--- config.mk ---
export PLATFORM = sky130hd
export DESIGN_NAME = week6_ex1_decoder_seq
export DESIGN_NICKNAME = d
export VERILOG_FILES = /design/src/rtl/week6_pkg.sv /design/src/rtl/week6_sat_counter.sv /design/src/rtl/week6_ex1_decoder_seq.sv
export SDC_FILE = /design/constraint.sdc
export NUM_CORES = 1
export LEC_CHECK = 0
export CAP_MARGIN = 0
export CORE_MARGIN = 2
export CORE_UTILIZATION = 55
export CTS_CLUSTER_SIZE = 30
export DETAILED_ROUTE_END_ITERATION = 10
export PLACE_DENSITY = 0.91
export SLEW_MARGIN = 10
export SYNTH_ARGS = -nofsm -noshare
export SYNTH_HDL_FRONTEND = slang
export SYNTH_SLANG_ARGS = --single-unit
export TNS_END_PERCENT = 30
--- constraint.sdc ---
create_clock -name clk -period 4 [get_ports clk]
set_input_delay 0.6 -clock clk [delete_from_list [all_inputs] [get_ports clk]]
set_output_delay 0.6 -clock clk [all_outputs]
set_load 0.05 [all_outputs]
--- src/rtl/week6_pkg.sv ---
// Shared definitions for the week6 sequenced decoder.
//   state_e   : decoder FSM state
//   CODE_W    : width of the encoded index
//   ONEHOT_W  : width of the one-hot decode
//   max3      : helper used to size the pulse/gap timer
//   decode_onehot : 1 << code
package week6_pkg;

  localparam int unsigned CODE_W   = 2;
  localparam int unsigned ONEHOT_W = 4;

  typedef enum logic [1:0] {
    StIdle  = 2'd0,
    StDrive = 2'd1,
    StGap   = 2'd2
  } state_e;

  function automatic int unsigned max3(input int unsigned a, input int unsigned b,
                                       input int unsigned c);
    int unsigned m;
    m = a;
    if (b > m) m = b;
    if (c > m) m = c;
    return m;
  endfunction

  function automatic logic [ONEHOT_W-1:0] decode_onehot(input logic [CODE_W-1:0] code);
    return ONEHOT_W'(1) << code;
  endfunction

endpackage

--- src/rtl/week6_sat_counter.sv ---
// Saturating event counter.
//   clk, rst_n : clock, asynchronous active-low reset
//   clr        : synchronous clear (an inc in the same cycle still counts once)
//   inc        : count one event
//   count      : current value, sticks at all-ones
module week6_sat_counter #(
  parameter int unsigned CNT_W = 8
) (
  input  logic             clk,
  input  logic             rst_n,
  input  logic             clr,
  input  logic             inc,
  output logic [CNT_W-1:0] count
);

  always_ff @(posedge clk or negedge rst_n) begin
    if (!rst_n) begin
      count <= '0;
    end else if (clr) begin
      // Clear wins over the old value, but a coincident event is not lost.
      count <= inc ? CNT_W'(1) : '0;
    end else if (inc && (count != '1)) begin
      count <= count + CNT_W'(1);
    end
  end

endmodule

--- src/rtl/week6_ex1_decoder_seq.sv ---
// Sequenced 2-to-4 decoder with per-code saturating event counters.
//   clk, rst_n : clock, asynchronous active-low reset
//   en         : allows new accepts; a pulse in flight always completes
//   in_valid, in_ready, in_code : code handshake (in_ready registered)
//   out        : registered one-hot, held HOLD_CYCLES cycles per accept
//   busy       : pulse or trailing gap in progress
//   clr_cnt    : synchronous clear of all counters
//   evt_count  : counter for code i at [i*CNT_W +: CNT_W]
module week6_ex1_decoder_seq
  import week6_pkg::*;
#(
  parameter int unsigned HOLD_CYCLES = 4,
  parameter int unsigned GAP_CYCLES  = 1,
  parameter int unsigned CNT_W       = 8
) (
  input  logic                      clk,
  input  logic                      rst_n,
  input  logic                      en,
  input  logic                      in_valid,
  output logic                      in_ready,
  input  logic [CODE_W-1:0]         in_code,
  output logic [ONEHOT_W-1:0]       out,
  output logic                      busy,
  input  logic                      clr_cnt,
  output logic [ONEHOT_W*CNT_W-1:0] evt_count
);

  localparam int unsigned TW          = $clog2(max3(HOLD_CYCLES, GAP_CYCLES, 2));
  localparam int unsigned GapLoadInt  = (GAP_CYCLES == 0) ? 0 : GAP_CYCLES - 1;
  localparam logic [TW-1:0] HoldLoad  = TW'(HOLD_CYCLES - 1);
  localparam logic [TW-1:0] GapLoad   = TW'(GapLoadInt);
  localparam bit            HasGap    = (GAP_CYCLES != 0);

  state_e                state_q;
  logic [TW-1:0]         timer_q;
  logic                  accept;
  logic [ONEHOT_W-1:0]   inc;

  assign accept = in_valid && in_ready;
  assign busy   = (state_q != StIdle);
  assign inc    = accept ? decode_onehot(in_code) : '0;

  // in_ready is computed from the state being entered so it can never overlap busy.
  always_ff @(posedge clk or negedge rst_n) begin
    if (!rst_n) begin
      state_q  <= StIdle;
      timer_q  <= '0;
      out      <= '0;
      in_ready <= 1'b0;
    end else begin
      unique case (state_q)
        StIdle: begin
          if (accept) begin
            state_q  <= StDrive;
            timer_q  <= HoldLoad;
            out      <= decode_onehot(in_code);
            in_ready <= 1'b0;
          end else begin
            in_ready <= en;
          end
        end
        StDrive: begin
          in_ready <= 1'b0;
          if (timer_q == '0) begin
            out <= '0;
            if (HasGap) begin
              state_q <= StGap;
              timer_q <= GapLoad;
            end else begin
              state_q  <= StIdle;
              timer_q  <= '0;
              in_ready <= en;
            end
          end else begin
            timer_q <= timer_q - TW'(1);
          end
        end
        StGap: begin
          if (timer_q == '0) begin
            state_q  <= StIdle;
            in_ready <= en;
          end else begin
            timer_q  <= timer_q - TW'(1);
            in_ready <= 1'b0;
          end
        end
        default: begin
          state_q  <= StIdle;
          timer_q  <= '0;
          out      <= '0;
          in_ready <= 1'b0;
        end
      endcase
    end
  end

  for (genvar i = 0; i < ONEHOT_W; i++) begin : g_cnt
    week6_sat_counter #(
      .CNT_W (CNT_W)
    ) u_cnt (
      .clk   (clk),
      .rst_n (rst_n),
      .clr   (clr_cnt),
      .inc   (inc[i]),
      .count (evt_count[i*CNT_W +: CNT_W])
    );
  end

endmodule

==> impl_metrics.tcl, run 1 <==
set metrics [dict create \
    ys_ff_latch 41 \
    worst_pin_slew_ns 0.910 \
    viasPerCell 6.30 \
    synth_edf_count 0 \
    numPortBuffers 44 \
    cts_buffer_depth 2 \
    cts_resized 0 \
    status "finished, final reports clean" \
    cp-start-kind "flop" \
    antenna_found_initial 0 \
    drt_first_iter_violations 203 \
    cts-buffers-inserted 5 \
    rsz0062_at_grt "false" \
    postCtsSetupBuffers 0 \
    crit_type "reg2out" \
    synth_compound_area_frac 0.177 \
    cp_max_fo 9 \
    drc_errors 0 \
    ant_nets 0 \
    die_h_um 67.5 \
    rows 23 \
    path_clk_slew_ns 0.08 \
    die_width_um 67.5 \
    ys.flop_type "dfrtp_1" \
    cts_hold_buf 0 \
    dr.pass1.iters 5 \
    grt_overflow_total 0 \
    maxSlewViolCount 0 \
    die-area_sq_um 4550 \
    final_hold_viol_count 0 \
    synth_area_sq_um 2210 \
    crit_slowest_cell "clkdlybuf4s50_1" \
    synth_nets 239 \
    synthMuxAreaShare 0.0232 \
    synth_top_cell_area_share 0.463 \
    dp_hpwl_um 3500 \
    fin_nets 282 \
    syn_avg_cell_area_sq_um 9.84 \
    cts.sinks 41 \
    cp-end-kind "output port" \
    boundaryPins 45 \
    synthTopCellsByCount "dfrtp_1 (41), nor2_1 (20), nand2_1 (14), nand3_1 (14), xor2_1 (11)" \
    root_buffer "clkbuf_8" \
    skew_ns 0.00860 \
    grt_usage 0.255 \
    place_area_sq_um 2670 \
    slew_headroom 0.394 \
    clk-insertion-delay-late_ns 0.30 \
    period_minus_slack_ns 2.59 \
    synthXorXnorAreaFrac 0.0435 \
    synth_cells 225 \
    grt_start_max_net_pins 42 \
    worstPathCellList "clkinv_1, nand2_1, clkdlybuf4s50_1" \
    gp_congestion 0.876 \
    async_reset_ff_frac 1.00 \
    yosys_warnings 0 \
    yosys.area.top_type "dfrtp_1" \
    via_count 2010 \
    yosysMostFrequentCell "dfrtp_1" \
    setup_viol 0 \
    start_util 0.562 \
    h-tree-depth 2 \
    area_growth_pct 25.6 \
    cap_violations 0 \
    final_area_sq_um 2780 \
    drt_wl_total_um 5170 \
    p_leak_nw 1.18 \
    critPathRequiredTime_ns 3.40 \
    fin_crit_sh 0.647 \
    cp_slowest_stage_delay_ns 0.82 \
    routedWlPerCell_um 16.2 \
    arrival_ns 1.99 \
    n_antenna_cell 0 \
    layout-drive-gt1-share 0.0558 \
    yosys.area_share.adder 0.0395 \
    irDropWorstVdd_v 0.000425 \
    synth_top_family_by_area "simple AND/OR/NAND/NOR gates" \
    ys_types 49 \
    grt_pass1_wl_um 8650 \
    core_sq_um 3940 \
    grt_pass1_vias 1859 \
    synthSimpleGateAreaFrac 0.214 \
    ys_seq_area_frac 0.463 \
    hp-class "in2async" \
    clock.fmax_ghz 0.386 \
    power_density_nw_per_um2 449 \
    tns_ns 0 \
    synth.area.top_cells "dfrtp_1 (46%), xor2_1 (4.4%), ha_1 (4.0%)" \
    cts_tree "done" \
]
-- state kept, by name, summed over array words and instances (netlist names) --
name               flops
timer_q                2
state_q                2
in_ready               1
out                    4
g_cnt.u_cnt.count     32
-- cells in the final DEF (no fill, tap or decap), types with 10 or more instances in the layout --
cell type / instances
clkdlybuf4s50_1: 43
dfrtp_1: 41
nor2_1: 20
nand2_1: 14
nand3_1: 14
xor2_1: 11
o211ai_1: 10
-- stage by stage --
step | hold slack (ns) | std cells | util | power (mW) | worst slack, ns
2_1_floorplan | 0.304 | 225 | - | 0.777 | 1.99
3_3_place_gp | 0.503 | 311 | 0.676 | 0.888 | 1.58
3_5_place_dp | 0.507 | 311 | 0.676 | 0.901 | 1.48
4_1_cts | 0.445 | 319 | 0.706 | 1.25 | 1.42
5_1_grt | 0.483 | 319 | 0.706 | 1.31 | 1.32
6_report | 0.428 | 319 | 0.706 | 1.25 | 1.41
-- where the power goes --
part | total, mW | leakage [nW] | internal (mW) | switching [mW]
registers | 0.522 | 0.561 | 0.460 | 0.0617
logic | 0.378 | 0.563 | 0.126 | 0.252
clock network | 0.349 | 0.0585 | 0.204 | 0.145
total | 1.25 | 1.18 | 0.789 | 0.459
-- worst paths after layout --
check	from	endpoint	slack [ns]	cells after the start
setup / recovery	state_q[0]	busy	1.41	3
hold / removal	rst_n	g_cnt[1].u_cnt.count[4]	0.43	1
setup reg to reg	in_ready	g_cnt[0].u_cnt.count[3]	2.19	4
hold reg to reg	out[2]	out[2]	0.52	1
max in group asynchronous	rst_n	state_q[1]	3.00	1
min in group clk	out[2]	out[2]	0.52	1
-- logic make-up (layout without fill, tap and decap cells) --
kind of cell | after synthesis | in the layout
muxes | 5 | 5
buffers and inverters | 18 | 62
and+or+nand+nor | 88 | 88
adders and majority gates | 7 | 7
DFF | 41 | 41
AOI/OAI and AO/OA | 55 | 55
xor gates and xnor gates | 11 | 11
-- routing by layer --
| metal | wire length, um | track usage |
|---|---|---|
| met1 | 2300 | 0.343 |
| met2 | 2440 | 0.399 |
| met3 | 311 | 0.0617 |
| met4 | 117 | 0.105 |
| met5 | 0 | 0 |
-- worst max-delay path: cells and delay by family (launching register included) --
family	cells	cell delay, ns
buffers and inverters	2	1.07
AND/OR/NAND/NOR	1	0.19
flip-flops	1	0.43
-- final cells by class --
class | instances | area, sq um
Multi-Input combinational cell | 166 | 1100
Sequential cell | 41 | 1030
Timing Repair Buffer | 45 | 443
Tap cell | 50 | 62.6
Clock buffer | 7 | 86.3
Clock inverter | 1 | 30.0
Inverter | 9 | 33.8
Fill cell | 298 | 1160
(Power assumes the default switching activity.)
==> run 2, diff against run 1 <==
--- a/config.mk
+++ b/config.mk
@@ -7,10 +7,10 @@
 export LEC_CHECK = 0
 export CAP_MARGIN = 0
 export CORE_MARGIN = 2
-export CORE_UTILIZATION = 55
+export CORE_UTILIZATION = 51
 export CTS_CLUSTER_SIZE = 30
 export DETAILED_ROUTE_END_ITERATION = 10
-export PLACE_DENSITY = 0.91
+export PLACE_DENSITY = 0.85
 export SLEW_MARGIN = 10
 export SYNTH_ARGS = -nofsm -noshare
 export SYNTH_HDL_FRONTEND = slang
==> constraint.sdc (replaced) <==
create_clock -name clk -period 2.5 [get_ports clk]
set_input_delay 0.375 -clock clk [delete_from_list [all_inputs] [get_ports clk]]
set_output_delay 0.375 -clock clk [all_outputs]
set_load 0.05 [all_outputs]
==> run 2 against run 1 <==
Effect of this change:
- power rose by 60%
- first-iteration DRC count rose by 0.99%
- die area rose by 7.4%
- core utilization fell by 2.1 points
- largest power group unchanged
- final cell count rose by 0.63%
- worst hold slack got worse by 0.23 ns
- cell area rose by 0.54%
- critical path type unchanged
- highest routed layer unchanged
==> impl_metrics.tcl, run 2 (synthesis results as in run 1) <==
set metrics [dict create \
    status "finished, final reports clean" \
    place_area_sq_um 2680 \
    crit_type "reg2out" \
    core_sq_um 4090 \
    drt_wl_total_um 5120 \
    start_util 0.542 \
    period_minus_slack_ns 2.37 \
    arrival_ns 1.99 \
    skew_ns 0.00994 \
    ant_nets 0 \
    via_count 1980 \
    grt_pass1_wl_um 8760 \
    numPortBuffers 44 \
    top_regs "g_cnt.u_cnt.count (32), out (4)" \
    slew_headroom 0.407 \
    final_area_sq_um 2800 \
    gp_congestion 0.879 \
    tns_ns 0 \
    hp-class "in2async" \
    dr_wl_met3_um 302 \
    final_util 0.685 \
    rsz0062_at_grt "false" \
    irDropWorstVdd_v 0.000750 \
    final_common_cell "clkdlybuf4s50_1" \
    dp_hpwl_um 3490 \
    cts_buffer_depth 2 \
    final_hold_viol_count 0 \
    h-tree-depth 2 \
    clock.fmax_ghz 0.422 \
    endpoint "busy" \
    grt_usage 0.225 \
    viasPerCell 6.17 \
    reg2reg_slack_ns 0.75 \
    dr.pass1.iters 4 \
    grt_overflow_total 0 \
    postCtsSetupBuffers 0 \
    grt_pass1_vias 1839 \
    wl_met2_um 2450 \
    largest_register_ffs 32 \
    largest_register "g_cnt.u_cnt.count" \
    cts-buffers-inserted 5 \
    power_density_nw_per_um2 712 \
    fin_nets 284 \
    die-area_sq_um 4890 \
    area_growth_pct 26.3 \
    top_signal_layer_used "met4" \
    p_leak_nw 1.19 \
    cts_resized 0 \
    root_buffer "clkbuf_8" \
    timing.rr.start "in_ready" \
    critPathLaunch "state_q[0]" \
    die_width_um 69.9 \
    rows 23 \
    cts_tree "done" \
    cp_max_fo 9 \
    fin_ws_ns 0.132 \
    pre_cts_ws_ns 0.261 \
    clk-insertion-delay-late_ns 0.30 \
    cts_hold_buf 0 \
    layout-drive-gt1-share 0.0627 \
    grt_start_max_net_pins 42 \
    cp-start-kind "flop" \
    worst_pin_slew_ns 0.890 \
    drt_first_iter_violations 205 \
    maxSlewViolCount 0 \
    cap_violations 0 \
    n_antenna_cell 0 \
    antenna_found_initial 0 \
    final_cell_mix "clkdlybuf4s50_1 (43), dfrtp_1 (41), nor2_1 (20), nand2_1 (14), nand3_1 (14)" \
    path_clk_slew_ns 0.08 \
    cp-end-kind "output port" \
    r2r_cells 4 \
    boundaryPins 45 \
    total_power_mw 1.99 \
    setup_viol 0 \
    critPathRequiredTime_ns 2.12 \
    routedWlPerCell_um 16.0 \
    cts.sinks 41 \
    drt-met1-wl_um 2290 \
    fin_crit_sh 0.947 \
    reg2reg_to "g_cnt[3].u_cnt.count[5]" \
    drc_errors 0 \
    die_h_um 69.9 \
]
[run 2: per-stage QoR]
stage          instances  hold WS (ns)
2_1_floorplan        225        0.0794
3_3_place_gp         313         0.500
3_5_place_dp         313         0.500
4_1_cts              321         0.231
5_1_grt              321         0.263
6_report             321         0.195
[run 2: critical path: stages (launching register included)]
cell             delay (ns)
dfrtp_1                0.44
clkinv_1               0.25
nand2_1                0.18
clkdlybuf4s50_1        0.82
[run 2: how the worst min path moves through the flow]
| stage | startpoint | endpoint | slack (ns) | cells after the start |
|---|---|---|---|---|
| 3_5_place_dp | out[2] | out[2] | 0.50 | 1 |
| 2_1_floorplan | rst_n | g_cnt[0].u_cnt.count[0] | 0.08 | 0 |
| 6_report | rst_n | g_cnt[1].u_cnt.count[3] | 0.20 | 1 |
| 4_1_cts | rst_n | g_cnt[1].u_cnt.count[3] | 0.23 | 1 |
| 3_3_place_gp | out[2] | out[2] | 0.50 | 1 |
| 5_1_grt | rst_n | g_cnt[1].u_cnt.count[3] | 0.26 | 1 |
[run 2: per-layer routing]
metal,global-route usage,vias up
li1,-,934
met1,0.313,963
met2,0.333,75
met3,0.0664,8
met4,0.0833,0
met5,0,-
[run 2: final cells by class]
cell class	count	area [sq um]
clock buffer	7	86.3
clock inverter	1	30.0
fill	340	1290
inverter	9	33.8
multi-input combinational	166	1100
sequential	41	1030
tap	50	62.6
timing repair buffer	47	458
[run 2: power breakdown]
part / switching [mW] / internal (mW) / leakage [nW]
logic: 0.398 / 0.202 / 0.573
clock network: 0.229 / 0.326 / 0.0585
registers: 0.101 / 0.736 / 0.561
